[src/rtl/uart_tx_if.sv]
// Byte-in handshake and serial-out bundle for uart_tx.
// master drives the byte side; slave is the transmitter.
interface uart_tx_if;
  logic       i_tx_dv;
  logic [7:0] i_tx_byte;
  logic       o_tx_ready;
  logic       o_tx_active;
  logic       o_tx_serial;
  logic       o_tx_done;

  modport master (
    output i_tx_dv,
    output i_tx_byte,
    input  o_tx_ready,
    input  o_tx_active,
    input  o_tx_serial,
    input  o_tx_done
  );

  modport slave (
    input  i_tx_dv,
    input  i_tx_byte,
    output o_tx_ready,
    output o_tx_active,
    output o_tx_serial,
    output o_tx_done
  );
endinterface

[src/rtl/uart_tx.sv]
// UART transmitter, 8 data bits LSB first, 1 or 2 stop bits, single-byte holding register.
// Define UART_TX_PARITY_EN to insert a parity bit (even/odd via PARITY_ODD) after bit 7.
module uart_tx #(
  parameter int unsigned CLKS_PER_BIT = 434,
  parameter int unsigned STOP_BITS    = 1,
  parameter int unsigned PARITY_ODD   = 0
) (
  input  logic     i_clk,
  input  logic     i_rst,
  uart_tx_if.slave bus
);

  localparam int unsigned CntW = $clog2(CLKS_PER_BIT);
  localparam logic [CntW-1:0] CntLast = CntW'(CLKS_PER_BIT - 1);
  localparam logic [2:0] StopLast = 3'(STOP_BITS - 1);

  if (CLKS_PER_BIT < 4) begin : gen_bad_cpb
    $error("uart_tx: CLKS_PER_BIT must be >= 4");
  end
  if (STOP_BITS != 1 && STOP_BITS != 2) begin : gen_bad_stop
    $error("uart_tx: STOP_BITS must be 1 or 2");
  end
  if (PARITY_ODD > 1) begin : gen_bad_parity
    $error("uart_tx: PARITY_ODD must be 0 or 1");
  end

  typedef enum logic [2:0] {
    StIdle,
    StStart,
    StData,
    StStop,
    StCleanup
`ifdef UART_TX_PARITY_EN
    , StParity
`endif
  } state_e;

  state_e            state_q, state_d;
  logic [CntW-1:0]   clk_count_q, clk_count_d;
  logic [2:0]        bit_index_q, bit_index_d;
  logic [7:0]        tx_shift_q, tx_shift_d;
  logic              serial_q, serial_d;
  logic              ready_q, ready_d;
  logic              active_q, active_d;
  logic              done_q, done_d;
  logic              cnt_last;

  assign cnt_last = (clk_count_q == CntLast);

  // bit_index doubles as the stop-bit counter while in StStop.
  always_comb begin
    state_d     = state_q;
    clk_count_d = clk_count_q;
    bit_index_d = bit_index_q;
    tx_shift_d  = tx_shift_q;

    case (state_q)
      StIdle: begin
        clk_count_d = '0;
        bit_index_d = '0;
        if (bus.i_tx_dv) begin
          state_d    = StStart;
          tx_shift_d = bus.i_tx_byte;
        end
      end
      StStart: begin
        if (cnt_last) begin
          clk_count_d = '0;
          bit_index_d = '0;
          state_d     = StData;
        end else begin
          clk_count_d = clk_count_q + CntW'(1);
        end
      end
      StData: begin
        if (cnt_last) begin
          clk_count_d = '0;
          if (bit_index_q == 3'd7) begin
            bit_index_d = '0;
`ifdef UART_TX_PARITY_EN
            state_d     = StParity;
`else
            state_d     = StStop;
`endif
          end else begin
            bit_index_d = bit_index_q + 3'd1;
          end
        end else begin
          clk_count_d = clk_count_q + CntW'(1);
        end
      end
`ifdef UART_TX_PARITY_EN
      StParity: begin
        if (cnt_last) begin
          clk_count_d = '0;
          bit_index_d = '0;
          state_d     = StStop;
        end else begin
          clk_count_d = clk_count_q + CntW'(1);
        end
      end
`endif
      StStop: begin
        if (cnt_last) begin
          clk_count_d = '0;
          if (bit_index_q == StopLast) begin
            bit_index_d = '0;
            state_d     = StCleanup;
          end else begin
            bit_index_d = bit_index_q + 3'd1;
          end
        end else begin
          clk_count_d = clk_count_q + CntW'(1);
        end
      end
      StCleanup: begin
        state_d = StIdle;
      end
      default: begin
        state_d     = StIdle;
        clk_count_d = '0;
        bit_index_d = '0;
      end
    endcase
  end

  // Outputs are decoded from the next state and registered, so the line never glitches.
  always_comb begin
    serial_d = 1'b1;
    case (state_d)
      StStart:  serial_d = 1'b0;
      StData:   serial_d = tx_shift_d[bit_index_d];
`ifdef UART_TX_PARITY_EN
      StParity: serial_d = (PARITY_ODD != 0) ? ~^tx_shift_d : ^tx_shift_d;
`endif
      default:  serial_d = 1'b1;
    endcase
    ready_d  = (state_d == StIdle);
    done_d   = (state_d == StCleanup);
    active_d = (state_d != StIdle) && (state_d != StCleanup);
  end

  always_ff @(posedge i_clk) begin
    if (i_rst) begin
      state_q     <= StIdle;
      clk_count_q <= '0;
      bit_index_q <= '0;
      tx_shift_q  <= '0;
      serial_q    <= 1'b1;
      ready_q     <= 1'b1;
      active_q    <= 1'b0;
      done_q      <= 1'b0;
    end else begin
      state_q     <= state_d;
      clk_count_q <= clk_count_d;
      bit_index_q <= bit_index_d;
      tx_shift_q  <= tx_shift_d;
      serial_q    <= serial_d;
      ready_q     <= ready_d;
      active_q    <= active_d;
      done_q      <= done_d;
    end
  end

  assign bus.o_tx_serial = serial_q;
  assign bus.o_tx_ready  = ready_q;
  assign bus.o_tx_active = active_q;
  assign bus.o_tx_done   = done_q;

endmodule
[src/flat_wrapper.sv]
// flat-port wrapper written by rule: the top's interface ports become plain ports
module uart_tx_flat 
#(
  parameter int unsigned CLKS_PER_BIT = 434,
  parameter int unsigned STOP_BITS    = 1,
  parameter int unsigned PARITY_ODD   = 0
)
  (i_clk, i_rst, bus_i_tx_dv, bus_i_tx_byte, bus_o_tx_ready, bus_o_tx_active, bus_o_tx_serial, bus_o_tx_done);
  uart_tx_if bus_i ();
  input  logic i_clk;
  input  logic i_rst;
  input wire logic [$bits(bus_i.i_tx_dv)-1:0] bus_i_tx_dv;
  input wire logic [$bits(bus_i.i_tx_byte)-1:0] bus_i_tx_byte;
  output wire logic [$bits(bus_i.o_tx_ready)-1:0] bus_o_tx_ready;
  output wire logic [$bits(bus_i.o_tx_active)-1:0] bus_o_tx_active;
  output wire logic [$bits(bus_i.o_tx_serial)-1:0] bus_o_tx_serial;
  output wire logic [$bits(bus_i.o_tx_done)-1:0] bus_o_tx_done;
  assign bus_i.i_tx_dv = bus_i_tx_dv;
  assign bus_i.i_tx_byte = bus_i_tx_byte;
  assign bus_o_tx_ready = bus_i.o_tx_ready;
  assign bus_o_tx_active = bus_i.o_tx_active;
  assign bus_o_tx_serial = bus_i.o_tx_serial;
  assign bus_o_tx_done = bus_i.o_tx_done;
  uart_tx #(.CLKS_PER_BIT(CLKS_PER_BIT), .STOP_BITS(STOP_BITS), .PARITY_ODD(PARITY_ODD)) u_core (.i_clk(i_clk), .i_rst(i_rst), .bus(bus_i));
endmodule
[config.mk]
export PLATFORM = sky130hd
export DESIGN_NAME = uart_tx_flat
export DESIGN_NICKNAME = d
export VERILOG_FILES = /design/src/rtl/uart_tx_if.sv /design/src/rtl/uart_tx.sv /design/src/flat_wrapper.sv
export SDC_FILE = /design/constraint.sdc
export NUM_CORES = 1
export LEC_CHECK = 0
export CAP_MARGIN = 15
export CELL_PAD_IN_SITES_DETAIL_PLACEMENT = 1
export CELL_PAD_IN_SITES_GLOBAL_PLACEMENT = 1
export CORE_MARGIN = 2
export CORE_UTILIZATION = 46
export DETAILED_ROUTE_END_ITERATION = 10
export GPL_ROUTABILITY_DRIVEN = 1
export PLACE_DENSITY = 0.85
export SYNTH_ARGS = -nofsm -noshare
export SYNTH_HDL_FRONTEND = slang
export SYNTH_SLANG_ARGS = --single-unit
[constraint.sdc]
create_clock -name i_clk -period 5.4 [get_ports i_clk]
set_clock_uncertainty 0.2 [all_clocks]
set_input_delay 0.54 -clock i_clk [delete_from_list [all_inputs] [get_ports i_clk]]
set_output_delay 0.54 -clock i_clk [all_outputs]
set_load 0.02 [all_outputs]
# Word level (Yosys, flattened, before mapping)
# Cells that the tools add are included.
# totals
ff_bits	27
input_bits	11
output_inout_bits	4
elab_cells	47
# op_classes
n_addsub	2
order_cmp	1
eq_ne	10
mux	20
n_reduce_logical	6
# ops
operator	count
3-bit 2-to-1 mux	11
3-bit one-hot mux with 4 select lines	2
9-bit one-hot mux with 2 select lines	1
8-bit 2-to-1 mux	2
9-bit by 1-bit adder with 9-bit output, second input constant	1
3-bit by 2-bit == test with 1-bit output, second input constant	3
3-bit == test, second input constant	3
9-bit == test, second input constant	1
3-bit zero test	3
9-bit 2-to-1 mux	1
3-bit by 1-bit == test with 1-bit output, second input constant	2
3-bit by 4-bit less-than comparator with 1-bit output, second input constant	1
3-bit by 1-bit adder with 3-bit output, second input constant	1
1-bit binary-select mux with 3-bit select	1
3-bit != test, second input constant	1
3-bit nonzero test	1
3-bit OR reduction	1
1-bit one-hot mux with 2 select lines	1
1-bit logical AND	1
1-bit 2-to-1 mux	1

# Logic depth before layout (Yosys ltp)
# logic_depth
depth_word	7
ltp_mapped	9
ltp_nobuf	9

# Worst setup path after synthesis
# No wires, ideal clock.
# synth_path
path_kind	register to register
startpoint	reg u_core.bit_index_q[0]
endpoint	reg u_core.serial_q (netlist: u_core.bus.o_tx_serial)
setup_time_ps	133
arrival_time_ps	2037
t_required_ps	5067
path_slack_ps	3030
stages_incl_launch_ff	10
path_buffers	0
period_less_slack_ps	2370
path_cell_list	dfxtp_1 inv_1 ha_1 nand3b_1 nand3_1 mux2i_2 a221oi_1 o31a_1 o41ai_2 o211ai_1
# synth_via
elab_chain_len	7
word_cells_on_any_way	19
cone_classes	add/sub: 1; eq/ne: 3; mux: 14; reduce/logical: 1
# synth_lines
element	line_no	source
start, declared	uart_tx.sv:40	logic [2:0] bit_index_q, bit_index_d;
start signal, assigned	uart_tx.sv:156	bit_index_q <= bit_index_d;
3-bit by 1-bit adder with 3-bit output (tied with other cells)	uart_tx.sv:86, uart_tx.sv:110	
3-bit 2-to-1 mux, on equally long branches	uart_tx.sv:106, uart_tx.sv:78	
3-bit 2-to-1 mux, on equally long branches	uart_tx.sv:104, uart_tx.sv:76	
3-bit one-hot mux with 4 select lines	uart_tx.sv:57	case (state_q)
1-bit binary-select mux with 3-bit select	uart_tx.sv:132	StData: serial_d = tx_shift_d[bit_index_d];
1-bit 2-to-1 mux (implied by the code)	uart_tx.sv:132	
1-bit one-hot mux with 2 select lines (*)	uart_tx.sv:130	case (state_d)
end signal, assigned	uart_tx.sv:158	serial_q <= serial_d;
end, declared	uart_tx.sv:42	logic serial_q, serial_d;
# Every way passes the cells marked *; elsewhere a longest branch is shown, timed or not. The select of a mux whose other input is x is not followed.
# A chain may end at the register's enable or synchronous reset.

# Final worst setup path
# Ends and elaborated chain as after synthesis.

==> impl_metrics.csv <==
group,metric,value,unit
setup_path,crit_type,"reg -> reg",
synth,synth_warnings,0,
synth,synth_area_leaders,"dfxtp_1 34%, nand2_1 6.6%, a21oi_1 6.3%",
final_layout,areaGrowthSynthToFinish,11.2,%
sta,tightest_slew,0.926,ns
place,place.gp.congestion,0.748,
power,comb_power_share,14.0,%
clock_network,cts_resized,0,
power,p_leak,0.719,nW
sta,setup_viol,0,
clock_network,clockBufferDepth,2,
grt,grt_pass1_wl,7160,um
setup_path,reg2reg_from,"u_core.bit_index_q[0]",
synth,synth_area_leader_cell,"dfxtp_1",
setup_path,worstPathArrival,2.87,ns
setup_path,cp_cell_sequence,"inv_1 > ha_1 > nand3b_1 > nand3_1 > mux2i_2 > a221oi_1 > o31a_1 > o41ai_2 > o211ai_1",
sta,final_hold_viol_count,0,
synth,synth.distinct_cells,55,
grt,grt_util_all_layers,22.9,%
grt,grt_pass1_vias,1498,
detailed_routing,drt-initial-drc-count,62,
synth,synthCells,188,
floorplanning,fp.dieW,62.8,um
floorplanning,core,0.00334,mm^2
floorplanning,initial_utilization,47.7,%
worst_hold_path,min_to,"u_core.tx_shift_q[5]",
synth,synth.most_common_cell,"nand2_1",
setup_path,r2r-end,"u_core.bus.o_tx_serial",
grt,grt.overflow.total,0,
grt,antenna_found_initial,0,
clock_network,hold_buffers,0,
final_layout,layout.nets,217,
worst_hold_path,worstHoldStart,"u_core.tx_shift_q[5]",
floorplanning,die_h,62.8,um
floorplanning,rows,21,
power,pwr-share-seq,60.1,%
detailed_routing,wl,4130,um
place,portBuffers,14,
synth,syn_avg_cell_area,8.47,um^2
synth,synth_edf_count,0,
final_layout,drive_above_1_share,11.5,%
power,pwr_density_cell,199,mW/mm^2
clock_network,root_buffer,"clkbuf_4",
sta,finalCritPeriodShare,52.8,%
sta,rsz0062_at_grt,"false",
final_layout,antenna_cells,0,
synth,seq_area_frac_synth,33.9,%
detailed_routing,drtPass1Iterations,4,
final_layout,register_area,541,um^2
sta,fin_tns_setup,0,ns
setup_path,rr_worst_depth,9,
sta,fmax,351,MHz
worst_hold_path,holdCritPathClass,"reg -> reg",
sta,hold_slack,0.269,ns
detailed_routing,vias,1435,
detailed_routing,drcViolationCount,0,
power,internal_power,0.256,mW
worst_hold_path,whs_path_depth,2,
setup_path,critical_path.endpoint_type,"flop",
detailed_routing,final_antenna_net_count,0,
final_layout,multi_input_area,981,um^2
clock_network,cts_sinks,27,
floorplanning,fp.dieArea,0.00395,mm^2
setup_path,crit_fanout,7,
setup_path,cp-start-kind,"flop",
synth,synthDominantCellAreaShare,33.9,%
sta,fin_crit,2.85,ns
synth,syn-cell-area,0.00159,mm^2
power,totalPowerFinal,0.352,mW
status,outcome,"complete, no violations",
synth,async_reset_ff_share,0,%
clock_network,cts_tree,"yes",
setup_path,critPathMaxStageDelay,0.49,ns
power,power_switching,0.0952,mW
clock_network,clk_latency,0.33,ns
setup_path,slowest_stage,"dfxtp_1",
setup_path,path_buf_inv,1,
power,swShare,27.1,%
detailed_routing,via_per_inst,5.83,
synth,ys_ff_latch,27,
synth,synth-main-ff-cell,"dfxtp_1",
synth,ys_top_cells_by_count,"28 x nand2_1, 27 x dfxtp_1, 21 x nor2_1",
synth,syn_nets,204,
setup_path,critPathRequiredTime,5.42,ns
clock_network,htree_levels,1,
setup_path,r2r_setup_slack,2.55,ns
final_layout,n_fill_cell,439,
power,worst_ir_drop_vdd,0.000112,V
floorplanning,num_io_pins,15,
power,clock_power_share,25.9,%
flow_run,maxCapViolations,0,
detailed_routing,routedWlPerCell,16.8,um
clock_network,post_cts_buffers,0,
clock_network,clk_transition_reported_paths,0.15,ns
place,hpwl,3060,um
sta,report.final.slew_viol_count,0,
setup_path,cpLargestDelayFamily,"compound AO/OA/AOI/OAI gates",
clock_network,cts-buffers-inserted,3,
sta,max_slew_margin,38.1,%
grt,grt_max_degree,25,
-- power by group through the flow --
stage,sequential (mW),clock (mW),combinational [mW]
final,0.211,0.0912,0.0493
after global routing,0.212,0.102,0.0541
after CTS,0.211,0.0944,0.0499
after detailed placement,0.216,0,0.0492
after global placement,0.215,0,0.0456
after floorplan,0.215,0,0.0281
-- worst max-delay path by stage --
stage	from	endpoint	cells past startpoint
6_report	u_core.bit_index_q[0]	u_core.bus.o_tx_serial	9
5_1_grt	u_core.bit_index_q[0]	u_core.bus.o_tx_serial	9
4_1_cts	u_core.bit_index_q[0]	u_core.bus.o_tx_serial	9
3_5_place_dp	u_core.bit_index_q[0]	u_core.bus.o_tx_serial	9
3_3_place_gp	bus_i_tx_dv	u_core.bus.o_tx_serial	5
2_1_floorplan	u_core.bit_index_q[0]	u_core.bus.o_tx_serial	9
-- registers in the layout (all words and copies together) (netlist names) --
| name | flops |
|---|---|
| u_core.bit_index_q | 3 |
| u_core.bus.o_tx_active | 1 |
| u_core.bus.o_tx_done | 1 |
| u_core.bus.o_tx_ready | 1 |
| u_core.bus.o_tx_serial | 1 |
| u_core.clk_count_q | 9 |
| u_core.state_q | 3 |
| u_core.tx_shift_q | 8 |
-- tightest hold or removal path, cell delays in order (launching register included) --
cell	delay (ns)
dfxtp_1	0.34
nand2_1	0.05
a21oi_1	0.05
-- layer usage --
metal / part of all wire, % / GRT usage [%]
met1: 44 / 29.0
met2: 50 / 38.3
met3: 2.8 / 3.96
met4: 2.9 / 10.0
met5: 0 / 0
-- area by class of cell --
cell class	count	area share (%)
repair buffers	14	7.91
clock buffers	4	1.48
inverters	7	1.48
multi-input cells	148	55.4
flip-flops and latches	27	30.5
well taps	46	3.25
-- kinds of logic after synthesis --
logic type / Yosys count / share of synthesized area [%]
flip-flops: 27 / 33.9
adder cells (fa/ha/maj): 5 / 3.93
buffers and inverters: 13 / 4.48
AO/OA/AOI/OAI: 48 / 21.5
multiplexers: 3 / 2.12
AND/OR/NAND/NOR: 92 / 34.0
-- cells in the final DEF (no fill, tap or decap), drive strengths merged, types with 2 or more instances in the layout --
cell type / synthesis / layout
a211oi: 3 / 3
a21oi: 20 / 20
a311oi: 3 / 3
and2: 3 / 3
and3: 5 / 5
and4: 2 / 2
clkbuf: 2 / 4
clkdlybuf4s50: 0 / 14
dfxtp: 27 / 27
ha: 5 / 5
inv: 7 / 7
mux2i: 3 / 3
nand2: 28 / 28
nand3: 9 / 9
nand3b: 4 / 4
nand4: 2 / 2
nand4b: 2 / 2
nor2: 23 / 23
nor2b: 2 / 2
nor3: 3 / 3
o211ai: 2 / 2
o21ai: 8 / 8
or2b: 2 / 2
-- metrics by stage --
step,utilization [%],std cells,worst slack (ns),area (um^2)
finish,53.1,246,2.55,1770
global route,53.1,246,2.34,1770
CTS,53.1,246,2.56,1770
detailed placement,52.3,242,2.58,1750
global placement,52.3,242,2.79,1750
floorplan,-,188,3.03,1590
Power figures use the tool's default switching activity.
